`src/rtl/uart_rx.sv`:
```
// 8N1 serial receiver, LSB first. Two-flop line synchroniser, mid-bit start
// qualification, stop-bit check, registered valid / frame_err strobes.
module uart_rx #(
    parameter logic [9:0] BAUD_DIVISOR = 10'd868
) (
    input  logic       clk100,
    input  logic       rst_n,
    input  logic       rx,
    output logic [7:0] data,
    output logic       valid,
    output logic       frame_err,
    output logic       busy,
    output logic [2:0] dbg_state
);

    typedef enum logic [2:0] {
        S_IDLE      = 3'd0,
        S_START     = 3'd1,
        S_DATA      = 3'd2,
        S_STOP      = 3'd3,
        S_WAIT_HIGH = 3'd4
    } state_t;

    localparam logic [9:0] HALF_BIT = BAUD_DIVISOR >> 1;

    logic       r_rx_meta;
    logic       r_rx_s;
    state_t     r_state;
    logic [9:0] r_timer;
    logic [2:0] r_bit_idx;
    logic [7:0] r_shift;
    logic [7:0] r_data;
    logic       r_valid;
    logic       r_frame_err;

    state_t     w_state_nxt;
    logic [9:0] w_timer_nxt;
    logic [2:0] w_bit_idx_nxt;
    logic [7:0] w_shift_nxt;
    logic       w_load_data;
    logic       w_valid_nxt;
    logic       w_frame_err_nxt;
    logic       w_timer_zero;

    // Synchroniser resets to the idle (high) level so reset never looks like a start edge.
    always_ff @(posedge clk100 or negedge rst_n) begin
        if (!rst_n) begin
            r_rx_meta <= 1'b1;
            r_rx_s    <= 1'b1;
        end else begin
            r_rx_meta <= rx;
            r_rx_s    <= r_rx_meta;
        end
    end

    always_ff @(posedge clk100 or negedge rst_n) begin
        if (!rst_n) begin
            r_state     <= S_IDLE;
            r_timer     <= 10'd0;
            r_bit_idx   <= 3'd0;
            r_shift     <= 8'h00;
            r_data      <= 8'h00;
            r_valid     <= 1'b0;
            r_frame_err <= 1'b0;
        end else begin
            r_state     <= w_state_nxt;
            r_timer     <= w_timer_nxt;
            r_bit_idx   <= w_bit_idx_nxt;
            r_shift     <= w_shift_nxt;
            r_valid     <= w_valid_nxt;
            r_frame_err <= w_frame_err_nxt;
            if (w_load_data) begin
                r_data <= r_shift;
            end
        end
    end

    assign w_timer_zero = (r_timer == 10'd0);

    always_comb begin
        w_state_nxt     = r_state;
        w_timer_nxt     = w_timer_zero ? r_timer : r_timer - 10'd1;
        w_bit_idx_nxt   = r_bit_idx;
        w_shift_nxt     = r_shift;
        w_load_data     = 1'b0;
        w_valid_nxt     = 1'b0;
        w_frame_err_nxt = 1'b0;

        case (r_state)
            S_IDLE: begin
                if (!r_rx_s) begin
                    w_state_nxt = S_START;
                    w_timer_nxt = HALF_BIT;
                end
            end
            S_START: begin
                // A line that is high again at mid-bit was only a glitch.
                if (w_timer_zero) begin
                    if (!r_rx_s) begin
                        w_state_nxt   = S_DATA;
                        w_timer_nxt   = BAUD_DIVISOR;
                        w_bit_idx_nxt = 3'd0;
                    end else begin
                        w_state_nxt = S_IDLE;
                    end
                end
            end
            S_DATA: begin
                if (w_timer_zero) begin
                    w_shift_nxt   = {r_rx_s, r_shift[7:1]};
                    w_timer_nxt   = BAUD_DIVISOR;
                    w_bit_idx_nxt = r_bit_idx + 3'd1;
                    if (r_bit_idx == 3'd7) begin
                        w_state_nxt = S_STOP;
                    end
                end
            end
            S_STOP: begin
                if (w_timer_zero) begin
                    w_load_data = 1'b1;
                    if (r_rx_s) begin
                        w_valid_nxt = 1'b1;
                        w_state_nxt = S_IDLE;
                    end else begin
                        w_frame_err_nxt = 1'b1;
                        w_state_nxt     = S_WAIT_HIGH;
                    end
                end
            end
            S_WAIT_HIGH: begin
                // Absorb a break so it reports one framing error, not a stream.
                if (r_rx_s) begin
                    w_state_nxt = S_IDLE;
                end
            end
            default: begin
                w_state_nxt = S_IDLE;
            end
        endcase
    end

    assign data      = r_data;
    assign valid     = r_valid;
    assign frame_err = r_frame_err;
    assign busy      = (r_state != S_IDLE);
    assign dbg_state = r_state;

endmodule

```
`config.mk`:
```
export PLATFORM = sky130hd
export DESIGN_NAME = uart_rx
export DESIGN_NICKNAME = d
export VERILOG_FILES = /design/src/rtl/uart_rx.sv
export SDC_FILE = /design/constraint.sdc
export NUM_CORES = 1
export LEC_CHECK = 0
export BUFFER_PORTS_ARGS = -buffer_cell sky130_fd_sc_hd__buf_2
export CAP_MARGIN = 30
export CORE_ASPECT_RATIO = 0.9
export CORE_MARGIN = 1
export CORE_UTILIZATION = 40
export DETAILED_ROUTE_END_ITERATION = 8
export PLACE_DENSITY_LB_ADDON = 0.05
export REMOVE_ABC_BUFFERS = 1
export SETUP_SLACK_MARGIN = 0.5
export SLEW_MARGIN = 20
export SYNTH_ARGS = -nofsm -noshare
export SYNTH_HDL_FRONTEND = slang
export SYNTH_SLANG_ARGS = --single-unit
```
`constraint.sdc`:
```
create_clock -name clk100 -period 1.88 [get_ports clk100]
set_input_delay 0.094 -clock clk100 [delete_from_list [all_inputs] [get_ports clk100]]
set_output_delay 0.094 -clock clk100 [all_outputs]
set_load 0.02 [all_outputs]
```
## Word-level counts from Yosys, hierarchy flattened

Index checks and enable logic that the tools add are counted.

- Output and inout bits: 14
- Input port bits: 3
- Word-level logic and storage cells: 57
- Register bits after elaboration: 36

- $add $sub $neg: 2
- Multiplexer cells: 27
- Equal/unequal tests: 12
- Reductions and logical operators: 7

Operators with widths:

| cell | count |
|---|---|
| two-way mux 10 bit | 5 |
| two-way mux 3 bit | 10 |
| one-hot mux 10 bit (3 select lines) | 1 |
| one-hot mux 3 bit (5 select lines) | 1 |
| != test 2 bit (second input constant) | 7 |
| logical NOT 10 bit | 1 |
| subtractor 10 x 1 -> 10 bit (second input constant) | 1 |
| two-way mux 1 bit | 8 |
| equality test 3 x 2 -> 1 bit (second input constant) | 2 |
| equality test 3 bit (second input constant) | 2 |
| one-hot mux 3 bit (2 select lines) | 1 |
| AND reduction 6 bit | 1 |
| AND reduction 4 bit | 1 |
| adder 3 x 1 -> 3 bit (second input constant) | 1 |
| equality test 3 x 1 -> 1 bit (second input constant) | 1 |
| logical NOT 3 bit | 1 |
| nonzero test 3 bit | 1 |
| two-way mux 2 bit | 1 |
| AND reduction 2 bit | 1 |
| nonzero test 2 bit | 1 |

## Depth between registers and ports, before layout

- Depth in word-level cells: 5
- Depth in mapped cells: 10
- Gate-level depth less buffers: 9

## Worst setup path before layout

OpenSTA, ideal clock, no wires.

- Kind: register to register
- From: register r_timer[0]
- To: register r_timer[0]
- Cell stages (with the launch flop): 11
- Clock period less this slack: 1999 ps
- Path buffers: 1
- Required time: 1760 ps
- Slack: -119 ps
- Arrival: 1879 ps
- Library setup time: 120 ps
- Cell sequence: dfrtp_1 -> inv_1 -> ha_1 -> nor4b_2 -> and3b_1 -> buf_4 -> inv_4 -> ha_1 -> a2bb2oi_1 -> o22ai_1 -> a31o_2

- Word-level cells in the longest chain between the ends: 5
- Elaborated cells between the ends (all ways): 8
- Classes of those cells: add/sub (1); mux (6); reduce/logical (1)

Ends and longest elaborated chain:

| element | line | RTL |
|---|---|---|
| start, declared | 29 | `logic [9:0] r_timer;` |
| start signal, assigned | 67 | `r_timer <= w_timer_nxt;` |
| subtractor 10 x 1 -> 10 bit or logical NOT 10 bit (tied branches) | 82, 78 |  |
| two-way mux 10 bit | 82 | `w_timer_nxt = w_timer_zero ? r_timer : r_timer - 10'd1;` |
| two-way mux 10 bit | 99 | `if (!r_rx_s) begin` |
| two-way mux 10 bit | 98 | `if (w_timer_zero) begin` |
| one-hot mux 10 bit (3 select lines) (*) | 89 | `case (r_state)` |
| via w_timer_nxt[0] | 37 | `logic [9:0] w_timer_nxt;` |

Mark *: on every way through the listed nets, which the timed path passes. The rest lies on a longest branch.
A chain may end at the register's enable or synchronous reset.

## Final worst setup path

- From: register r_timer[0]
- To: register r_timer[8]

The elaborated chain is that of the path after synthesis.

==> reports/results.ini <==
[layout]
layout-drive-gt1-share=0.541
fin_nets=203
syn_to_final_growth_pct=42.0
n_antenna_cell=0
stdcell_count=244
final_util=0.589
nFillCells=342

[worst_setup_path]
cp-end-kind=register
crit_type=register to register
worstPathMaxFanout=4
critPathBufInv=3
crit_arrival_ps=2100
cp_slowest_cell=or4b_4
crit_path_start_kind=register
cp.required_ps=2030
path_cells=inv_2 > buf_4 > buf_6 > ha_4 > or4b_4 > nor4_4 > xnor2_1 > o22ai_1
cp_top_family=simple AND/OR/NAND/NOR gates
critPathMaxStageDelay_ps=490

[synth]
synth-edff-count=0
ys.flop_type=dfrtp_1
ys_top_cells_by_area=dfrtp_1 (50%), mux2_2 (10%), ha_1 (3.7%)
avgSynthCellArea_um2=11.9
synth_simple_gate_area_frac=0.130
synth_fa_ha_area_frac=0.0370
synth_compound_area_frac=0.122
yosysTopAreaCell=dfrtp_1
async_flop_share=1.00
yosys_warnings=0
synthXorXnorAreaFrac=0.0104
yosys_register_bits=36
yosys.area.top_type_share=0.503
synth_area_um2=1690
syn_inst=142
yosysUniqueCellTypes=47
seq_area_frac_synth=0.534
synth_top_family_by_area=simple AND/OR/NAND/NOR gates
muxShareOfSynthArea=0.125

[global_route]
grtUsageMet1=0.255
grt_overflow=0
grt_use_total=0.182
grt.met2_usage=0.292
grt_max_degree=37
antenna_found_initial=0
use_met3=0.0384
grt_first_pass_wirelength_mm=6.27
busiest_layer=met2
grt_pass1_vias=1268

[timing]
tns_ps=-433
fin_crit_sh=1.04
rsz0062_at_grt=true
skew_ps=6.43
worst_slew_pin_slew_ps=777
setup_viol=12
slew-limit-headroom=0.482
layout_min_cycle_time_ps=1950
max_freq_ghz=0.512
setup_slack_ps=-71.8
report.final.slew_viol_count=0
hold_ws_ps=358
hold_viol=0

[die]
fp.dieW_um=70.5
rows=22
die-area_um2=4490
dieHeight_um=63.7
ioPinCount=17
core_um2=4070
initial_core_util=0.415

[power_and_ir_drop]
p_int_w=0.00118
p_per_area_nw_per_um2=612
switching_share=0.199
p_seq_frac=0.532
ir_drop_v=0.000456
p_clk_frac=0.451
p_leak_nw=1.13
p_sw_w=0.000293
combinationalPowerShare=0.017

[routing]
wl_per_cell_um=16.2
final_antenna_net_count=0
viasPerCell=5.36
drt_iter0_drc=71
firstDrtPassIters=8
wl_mm=3.95
num_vias=1308
drc_errors=4

[clock_tree]
path_clk_slew_ps=70
cts.path.max_buffers=2
cts_root_buf=clkbuf_8
clock_sinks=36
htree_levels=2
cts_tree=done
clk_latency_ps=280
cts_made_buffers=5

[place]
place_ws_ps=-190
port_buffers=16
place_congestion=0.759
placed_cells=224
post-dp-hpwl_mm=2.44

[run_status]
failed_checks=DRC, setup timing
run_status=finished with violations

[job]
drv_cap=0

[worst_hold_path]
hold_path_class=register to register

-- cell type report --
cell class	instances	area, um^2	area share
sequential	36	903	0.376
multi-input combinational	94	906	0.377
timing repair buffer	53	398	0.166
clock buffer	5	68.8	0.0287
clock inverter	3	42.5	0.0177
inverter	5	21.3	0.00886
tap	48	60.1	0.0250
-- layer usage --
layer	part of all wire	vias up
met1	0.49	664
met3	0.023	2
li1	-	624
met4	0.0033	0
met2	0.48	18
met5	0	-
-- final timing paths --
| kind | start | to | slack [ps] | cells after the start |
|---|---|---|---|---|
| min in group asynchronous | rst_n | r_timer[3] | 430 | 2 |
| worst min register to register | r_rx_meta | r_rx_s | 360 | 0 |
| worst max-delay path | r_timer[0] | r_timer[8] | -70 | 8 |
| worst min-delay path | r_rx_meta | r_rx_s | 360 | 0 |
| worst max register to register | r_timer[0] | r_timer[8] | -70 | 8 |
| max in group asynchronous | rst_n | r_bit_idx[0] | 960 | 2 |
-- logic make-up after synthesis --
kind of cell | Yosys count
flip-flops | 36
XOR/XNOR | 2
AND/OR/NAND/NOR | 36
buffers and inverters | 13
multiplexers | 19
adder cells (fa/ha/maj) | 5
AO/OA/AOI/OAI | 31
-- synth_stat cells (2+ instances only) --
library cell  count
nor4_1            3
nor2_1            8
clkbuf_1          4
mux2_2           15
inv_1             4
a31oi_1           2
ha_1              5
and3_1            2
mux2i_1           2
mux2_1            2
nand2_1           8
a2bb2oi_1         2
dfrtp_1          34
o21ai_0           6
dfstp_2           2
a22o_1            2
buf_4             3
a21oi_1           7
o22ai_1           2
o31ai_1           2
-- registers in the layout, indices dropped and copies added (netlist names) --
signal / flops
data: 8
dbg_state: 3
frame_err: 1
r_bit_idx: 3
r_rx_meta: 1
r_rx_s: 1
r_shift: 8
r_timer: 10
valid: 1
-- stage by stage --
stage | total power [W] | instance area (um^2)
2_1_floorplan | 0.000799 | 1640
3_3_place_gp | 0.000818 | 1990
3_5_place_dp | 0.000818 | 1990
4_1_cts | 0.00149 | 2310
5_1_grt | 0.00153 | 2400
6_report | 0.00147 | 2400
-- cells in the final DEF (no fill, tap or decap), types with 3 or more instances in the layout --
cell,netlist,final
a21oi_1,7,6
buf_2,0,16
buf_4,3,28
buf_6,1,6
clkbuf_8,0,5
dfrtp_1,34,34
ha_4,0,3
mux2_2,15,7
mux2_4,0,9
nand2_1,8,7
nor2_1,8,5
nor2_4,1,3
o21ai_0,6,4
-- power groups by stage --
stage | clock network (W) | logic, W | registers (W)
finish | 0.000662 | 0.0000246 | 0.000782
global route | 0.000714 | 0.0000290 | 0.000783
CTS | 0.000683 | 0.0000248 | 0.000781
detailed placement | 0 | 0.0000216 | 0.000796
global placement | 0 | 0.0000214 | 0.000796
floorplan | 0 | 0.00000365 | 0.000795
-- repair_timing --
item / in CTS / in global routing
endpoints found under the setup margin: 34 / 35
setup buffers: 5 / 4
gates cloned: 1 / 0
resized for setup: 36 / 10
pin swaps: 13 / 9
hold endpoints to repair: 35 / 0
hold buffers: 2 / 0
No activity file was read; power rests on OpenSTA's default activity.
